===== src/rtl/rgb_led_pwm_pkg.sv =====
// rgb_led_pwm_pkg: register map, mode fields and LED polarity helper for rgb_led_pwm
package rgb_led_pwm_pkg;
  localparam logic [1:0] ADDR_DUTY_R = 2'd0;
  localparam logic [1:0] ADDR_DUTY_G = 2'd1;
  localparam logic [1:0] ADDR_DUTY_B = 2'd2;
  localparam logic [1:0] ADDR_MODE = 2'd3;
  localparam int MODE_BREATHE = 0;
  localparam int MODE_SPEED_LSB = 4;
  localparam int MODE_SPEED_MSB = 7;
  typedef struct packed {
    logic [3:0] speed;
    logic breathe;
  } mode_t;
  function automatic logic [2:0] led_off(input bit active_low);
    return active_low ? 3'b111 : 3'b000;
  endfunction
endpackage


===== src/rtl/rgb_led_pwm_channel.sv =====
// pwm_channel: one colour's pending/active duty, breathe scaling and step compare
module pwm_channel (
  input  logic       clk,
  input  logic       rst_n,
  input  logic       wr_en,
  input  logic [7:0] wr_data,
  input  logic       load,
  input  logic       breathe,
  input  logic [7:0] env,
  input  logic [7:0] step,
  output logic       lit
);
  logic [7:0] pending, active, duty;
  logic [15:0] prod;
  always_ff @(posedge clk or negedge rst_n) begin
    if (!rst_n) begin
      pending <= '0;
      active <= '0;
    end else begin
      if (wr_en) pending <= wr_data;
      if (load) active <= pending;
    end
  end
  always_comb begin
    prod = active * env;
    duty = breathe ? prod[15:8] : active;
    lit = (duty == 8'hff) | (step < duty);
  end
endmodule


===== src/rtl/rgb_led_pwm.sv =====
// rgb_led_pwm: three-channel 8-bit PWM LED driver with breathing envelope and boundary-synchronous updates
module rgb_led_pwm
  import rgb_led_pwm_pkg::*;
#(
  parameter int PRESCALE = 94,
  parameter bit ACTIVE_LOW = 1'b1
) (
  input  logic       CLOCK_24,
  input  logic       resetN,
  input  logic [2:0] gpio_en,
  input  logic       wr_valid,
  output logic       wr_ready,
  input  logic [1:0] wr_addr,
  input  logic [7:0] wr_data,
  output logic [2:0] RGB_LED
);
  logic [15:0] pre;
  logic [7:0] step, env;
  logic [3:0] pcnt;
  logic up, tick, boundary, wr;
  logic [2:0] lit;
  mode_t mode_p, mode_a;
  always_comb begin
    tick = pre == 16'(PRESCALE - 1);
    boundary = tick & (step == 8'hff);
    wr = wr_valid & wr_ready;
  end
  always_ff @(posedge CLOCK_24 or negedge resetN) begin
    if (!resetN) begin
      wr_ready <= 1'b0;
      pre <= '0;
      step <= '0;
      env <= '0;
      up <= 1'b1;
      pcnt <= '0;
      mode_p <= '0;
      mode_a <= '0;
      RGB_LED <= led_off(ACTIVE_LOW);
    end else begin
      wr_ready <= 1'b1;
      pre <= tick ? '0 : pre + 1'b1;
      if (tick) step <= step + 1'b1;
      if (wr && wr_addr == ADDR_MODE)
        mode_p <= '{speed: wr_data[MODE_SPEED_MSB:MODE_SPEED_LSB], breathe: wr_data[MODE_BREATHE]};
      if (boundary) mode_a <= mode_p;
      if (!mode_a.breathe) begin
        env <= 8'hff;
        up <= 1'b1;
        pcnt <= '0;
      end else if (boundary) begin
        if (pcnt != mode_a.speed) pcnt <= pcnt + 1'b1;
        else begin
          pcnt <= '0;
          if (up) begin
            if (env == 8'hff) up <= 1'b0;
            else env <= env + 1'b1;
          end else begin
            if (env == 8'h00) up <= 1'b1;
            else env <= env - 1'b1;
          end
        end
      end
      RGB_LED <= ACTIVE_LOW ? ~(lit & gpio_en) : lit & gpio_en;
    end
  end
  for (genvar i = 0; i < 3; i++) begin : g_ch
    pwm_channel u_ch (
      .clk(CLOCK_24),
      .rst_n(resetN),
      .wr_en(wr && wr_addr == ADDR_DUTY_R + 2'(i)),
      .wr_data(wr_data),
      .load(boundary),
      .breathe(mode_a.breathe),
      .env(env),
      .step(step),
      .lit(lit[i])
    );
  end
endmodule


===== config.mk =====
export PLATFORM = sky130hd
export DESIGN_NAME = rgb_led_pwm
export DESIGN_NICKNAME = d
export VERILOG_FILES = /design/src/rtl/rgb_led_pwm_pkg.sv /design/src/rtl/rgb_led_pwm_channel.sv /design/src/rtl/rgb_led_pwm.sv
export SDC_FILE = /design/constraint.sdc
export NUM_CORES = 1
export LEC_CHECK = 0
export ABC_AREA = 1
export CORE_MARGIN = 8
export CORE_UTILIZATION = 60
export DETAILED_ROUTE_END_ITERATION = 8
export PLACE_DENSITY = 0.87
export SLEW_MARGIN = 20
export SYNTH_ARGS = -nofsm -noshare
export SYNTH_HDL_FRONTEND = slang
export SYNTH_SLANG_ARGS = --single-unit
export TNS_END_PERCENT = 100

===== constraint.sdc =====
create_clock -name CLOCK_24 -period 8.7 [get_ports CLOCK_24]
set_clock_uncertainty 0.05 [all_clocks]
set_input_delay 2.61 -clock CLOCK_24 [delete_from_list [all_inputs] [get_ports CLOCK_24]]
set_output_delay 2.61 -clock CLOCK_24 [all_outputs]
set_load 0.01 [all_outputs]

# Word-level counts from Yosys, hierarchy flattened
# Index checks and enable logic that the tools add are counted.
# word_totals
register_bits	99
in_bits	16
out_inout_bits	4
wordCells	76
# op_classes
add_sub_neg	5
multipliers	3
n_lt_le_gt_ge	3
n_eq_ne	14
mux	19
bitwise	7
reduce_logical	8
# op_table
operator	count
two-way mux 8 bit	9
multiplier 8 x 8 -> 16 bit	3
equality test 8 bit, second input constant	5
< comparator 8 bit	3
adder 16 x 1 -> 16 bit, second input constant	1
adder 8 x 1 -> 8 bit, second input constant	2
equality test 16 x 7 -> 1 bit, second input constant	1
two-way mux 16 bit	1
two-way mux 4 bit	3
logical NOT 8 bit	1
subtractor 8 x 1 -> 8 bit, second input constant	1
two-way mux 1 bit	6
!= test 3 bit, second input constant	2
adder 4 x 1 -> 4 bit, second input constant	1
equality test 2 bit, second input constant	2
logical AND 1 bit	4
!= test 2 bit, second input constant	2
!= test 4 bit	1
AND reduction 4 bit	1
bitwise AND 3 bit	1
NOT 3 bit	1
OR 1 bit	3
bitwise AND 1 bit	2
equality test 2 x 1 -> 1 bit, second input constant	1
2 further kinds	2

# Logic depth before layout (Yosys ltp)
# logic_depth
word_depth	6
mapped_depth	32
ltp_nobuf	30

# Modules after synthesis
# A second synthesis with hierarchy kept.
# hier_totals
cells_unflattened	1729
hier_area_um2	12251.8
# by_module_without_submodules
mod	n_inst	cells_per_inst	area_per_inst_um2	seq_area_each_um2
pwm_channel at g_ch[2].u_ch	1	457	3125.5	400.4
pwm_channel at g_ch[1].u_ch	1	444	3108.0	400.4
pwm_channel at g_ch[0].u_ch	1	451	3103.0	400.4
rgb_led_pwm	1	377	2915.3	1281.2

# Worst setup path after synthesis
# No wires, ideal clock.
# synth_path
path_type	register to register
startpoint	register env[7]
endpoint	register RGB_LED[2]
setup_ns	0.075
arrival_ns	4.844
t_required_ns	8.575
slack_ns	3.730
path_stages_with_launch	26
path_buffers	2
period_less_slack_ns	4.970
cell_sequence	dfrtp_1 buf_2 buf_1 nand2_1 fa_1 fa_1 fa_1 fa_1 inv_1 ha_1 a21oi_1 o21a_1 nor2_1 nor2_1 nand2_1 nand2_1 nand2_1 a21oi_1 inv_1 ha_1 nand2_1 nor2_1 a211oi_1 nand2_1 nand2_1 nand2_1
# synth_via
elab_chain_len	6
elab_cells_between_ends	7
cone_classes	mul (1); order compare (1); eq/ne (1); mux (1); bitwise (3)
# synth_rtl
element	line	text
from (decl)	rgb_led_pwm.sv:18	logic [7:0] step, env;
from (signal assigned)	rgb_led_pwm.sv:56	else env <= env + 1'b1;
from (signal assigned)	rgb_led_pwm.sv:59	else env <= env - 1'b1;
multiplier 8 x 8 -> 16 bit *	rgb_led_pwm_channel.sv:25	prod = active * env;
two-way mux 8 bit *	rgb_led_pwm_channel.sv:26	duty = breathe ? prod[15:8] : active;
< comparator 8 bit / equality test 8 bit (equally long branches)	rgb_led_pwm_channel.sv:27	lit = (duty == 8'hff) | (step < duty);
OR 1 bit *	rgb_led_pwm_channel.sv:27	
bitwise AND 3 bit *	-	
NOT 3 bit *	rgb_led_pwm.sv:63	RGB_LED <= ACTIVE_LOW ? ~(lit & gpio_en) : lit & gpio_en;
to (signal assigned)	rgb_led_pwm.sv:38	RGB_LED <= led_off(ACTIVE_LOW);
to (signal assigned)	rgb_led_pwm.sv:63	
to (decl)	rgb_led_pwm.sv:15	output logic [2:0] RGB_LED
# Mark *: on every way between the ends. The rest lies on a longest branch, timed or not.
# A chain may end at the register's enable or synchronous reset.

# Worst setup path in the final report
# layout_path
startpoint	register env[4]
endpoint	register RGB_LED[0]
# Same word-level chain as after synthesis.

==> results by group <==
Run status
  – Status: completed

Cells and area
  – Multi-input combinational cell area: 7740 µm²
  – ANT cells: 0
  – Most frequent cells in the layout: nand2_1 (531), inv_1 (369), ha_1 (130), fa_1 (106), dfrtp_1 (92)
  – Layout net count: 1,882
  – Layout area overhead: 5.23%
  – Fillers: 1,643
  – Proportion of layout cells with a drive suffix above 1: 0.0312
  – Commonest non-fill, non-tap cell in the layout: nand2_1
  – Register area: 2490 µm²

Power
  – Sw Ratio: 0.245
  – IR Drop Worst-Case VDD: 0.0930 mV
  – Net Switching: 240 µW
  – Internal power: 740 µW
  – PD cells: 78.6 nW/µm²
  – Clock power share: 0.443
  – Power share of the combinational group: 0.047
  – Pleak: 0.00762 µW
  – Seq pwr share: 0.510

Synthesis
  – Synth Area in Compound Gates: 0.0563
  – Biggest area consumer among synthesized cells: dfrtp_1
  – Simple-gate area share of the yosys netlist: 0.262
  – Mapped Nets: 1,907
  – Yosys warnings: 0
  – Combinational family with the most area after synthesis: adder cells
  – Yosys top cell area share: 0.201
  – Netlist cell types: 39
  – Sequential element share of the synthesized area: 0.209
  – Post-synth EDFFs: 0
  – Synthesized instance count: 1,655
  – Mapped cell area: 11,900 µm²
  – Synth area leaders: dfrtp_1 (20%), fa_1 (18%), nand2_1 (17%), ha_1 (14%), inv_1 (12%)
  – Post-Synth XOR/XNOR Area: 0.0170
  – Mux contribution to synthesized area: 0.000844
  – Post-synthesis average cell area: 7.16 µm²
  – Area share of fa/ha/maj cells after synthesis: 0.316
  – Synthesized flop and latch total: 99
  – Synth Flop Type: dfrtp_1
  – Post-synth ARST share: 1.00

Worst setup path
  – WP data required: 8.94 ns
  – CP Class: register to register
  – CP max FO: 28
  – FF-to-FF End: RGB_LED[0]
  – Crit start category: register
  – Worst Path Arrival: 6.03 ns
  – Top cell by count, worst path: nand2_1
  – Critical Path End Type: register
  – Flop2flop setup slack: 2.91 ns
  – Cells on worst reg2reg path: 22
  – R2r startpoint: env[4]
  – CP peak stage delay: 1.10 ns
  – Slowest CP cell: dfrtp_1
  – Cells along the critical path: nand2_1, fa_1, fa_1, fa_1, inv_1, fa_1, ha_1, a21oi_1, a21oi_1, nor2_1, nand2_1, nand2_1, nand3_1, nand2_1, inv_1, ha_1, nand2_1, nor2_1, a211oi_1, nand2_1, nand2_1, nand2_1

Clock network
  – Hold_buf cts: 0
  – Longest Clk Path Bufs: 2
  – Clock Tree Root: clkbuf_16
  – CTS tree: done
  – CTS sink count: 99
  – Clock latency on the worst-skew pair: 0.36 ns
  – Clock-pin transition on the worst setup and hold timing paths: 0.08 ns
  – Setup Buffers After CTS: 0
  – H-tree depth: 3
  – CTS resizes: 0
  – Total CTS buffers: 9

STA
  – Rel. slew slack: 0.241
  – Minimum clock period: 5.79 ns
  – Final Max Slew Viols: 0
  – Period utilisation layout: 0.666
  – Final hold violations: 0
  – Endpoints failing setup: 0
  – Hold WS: 0.422 ns
  – Fmax: 173 MHz
  – RSZ-0062 raised after global routing: false
  – Worst-Margin Slew: 1.14 ns
  – Final setup TNS: 0 ns

Placement
  – HPWL after DPL: 21,100 µm
  – Routability cong.: 0.939
  – IO Port Bufs: 19

Route
  – Routed Antenna Nets: 0
  – DR iter-0 viols: 793
  – Vias per cell: 5.39
  – Via count: 10,249
  – DRC violations left: 0
  – Aggregate routed wire length: 28,100 µm
  – WL per Instance: 14.8 µm
  – DRT Pass-1 Iters: 6

Run
  – Max Cap Viol: 0

Min path
  – Hold path cells: 2
  – Worst Hold Class: register to register
  – Hold EP: g_ch[0].u_ch.active[7]
  – Hold path start: g_ch[0].u_ch.pending[7]

Global route
  – GRT Util Overall: 0.245
  – Antenna violations before repair: 0
  – Largest net degree at the start of global routing: 63
  – Global route total overflow: 0
  – Vias in the first global route: 10,613
  – First-pass GRT wire length: 48,800 µm

Die
  – Die height: 157 µm
  – Core box area: 19,400 µm²
  – Initial Util: 0.611
  – IO Count: 20
  – Die Span X: 157 µm
  – FP Rows: 51
  – DIE AREA: 24,500 µm²
per-layer routing:
metal | track usage | wire length, µm | share of wire | vias to the layer above
li1 | - | - | - | 4949
met1 | 0.295 | 11500 | 0.41 | 4804
met2 | 0.420 | 13600 | 0.48 | 407
met3 | 0.0292 | 1780 | 0.063 | 89
met4 | 0.135 | 1260 | 0.045 | 0
met5 | 0 | 0 | 0 | -
logic make-up after synthesis:
group / after synthesis
AOI/OAI and AO/OA: 125
xor gates and xnor gates: 23
adders and majority gates: 236
buffers and inverters: 428
DFF: 99
muxes: 1
other: 1
and+or+nand+nor: 742
registers in the layout, summed over array words and instances (netlist names):
signal / flops
g_ch.u_ch.active: 24
pre: 16
g_ch.u_ch.pending: 24
mode_p: 5
up: 1
env: 8
step: 8
mode_a: 5
wr_ready: 1
RGB_LED: 3
pcnt: 4
power groups by stage:
| stage | clock (µW) | sequential (µW) | combinational (µW) |
|---|---|---|---|
| 6_report | 434 | 499 | 46.4 |
| 3_5_place_dp | 0 | 507 | 46.9 |
| 4_1_cts | 436 | 499 | 47.4 |
| 5_1_grt | 452 | 502 | 53.4 |
| 2_1_floorplan | 0 | 504 | 21.6 |
| 3_3_place_gp | 0 | 507 | 44.6 |
area by class of cell:
type,instances,share of cell area
multi-input cells,1128,0.620
well taps,265,0.0266
inverters,369,0.111
clock buffers,10,0.0192
repair buffers,23,0.0175
flip-flops and latches,99,0.199
clock inverters,6,0.00632
worst max path at each step:
stage                 from         end  slack (ns)  cells past startpoint
global route        env[4]  RGB_LED[0]        2.61                     22
CTS                 env[7]  RGB_LED[0]        2.94                     22
detailed placement  env[7]  RGB_LED[0]        3.03                     22
global placement    env[4]  RGB_LED[0]        3.24                     22
finish              env[4]  RGB_LED[0]        2.91                     22
floorplan           env[7]  RGB_LED[2]        3.73                     25
worst max-delay path, delay by kind of cell, from the launching register on:
family	cells	cell delay (ns)
compound gates	3	0.68
flops	1	1.10
fa+ha+maj	6	2.77
buf+inv	2	0.12
simple gates	11	0.99
cell usage after synthesis (all sizes together), types with 2 or more instances:
master and instances:
o21a 2, nor4 8, nand3 76, a21oi 52, ha 130, nand2 535, nor3 11, xor2 15
nand4 20, a2bb2oi 4, dfrtp 95, xnor2 8, buf 20, nor2 68, o21ai 59, fa 106
dfstp 4, clkbuf 39, or2 10, nand3b 13, inv 369, a211oi 3
stage by stage:
step	cells	total power, µW	util	worst slack (ns)	instance area (µm²)
CTS	1900	982	0.643	2.94	12500
global route	1900	1010	0.643	2.61	12500
finish	1900	980	0.643	2.91	12500
detailed placement	1884	554	0.627	3.03	12200
global placement	1884	551	0.627	3.24	12200
floorplan	1655	526	-	3.73	11900
(Power assumes the default switching activity.)
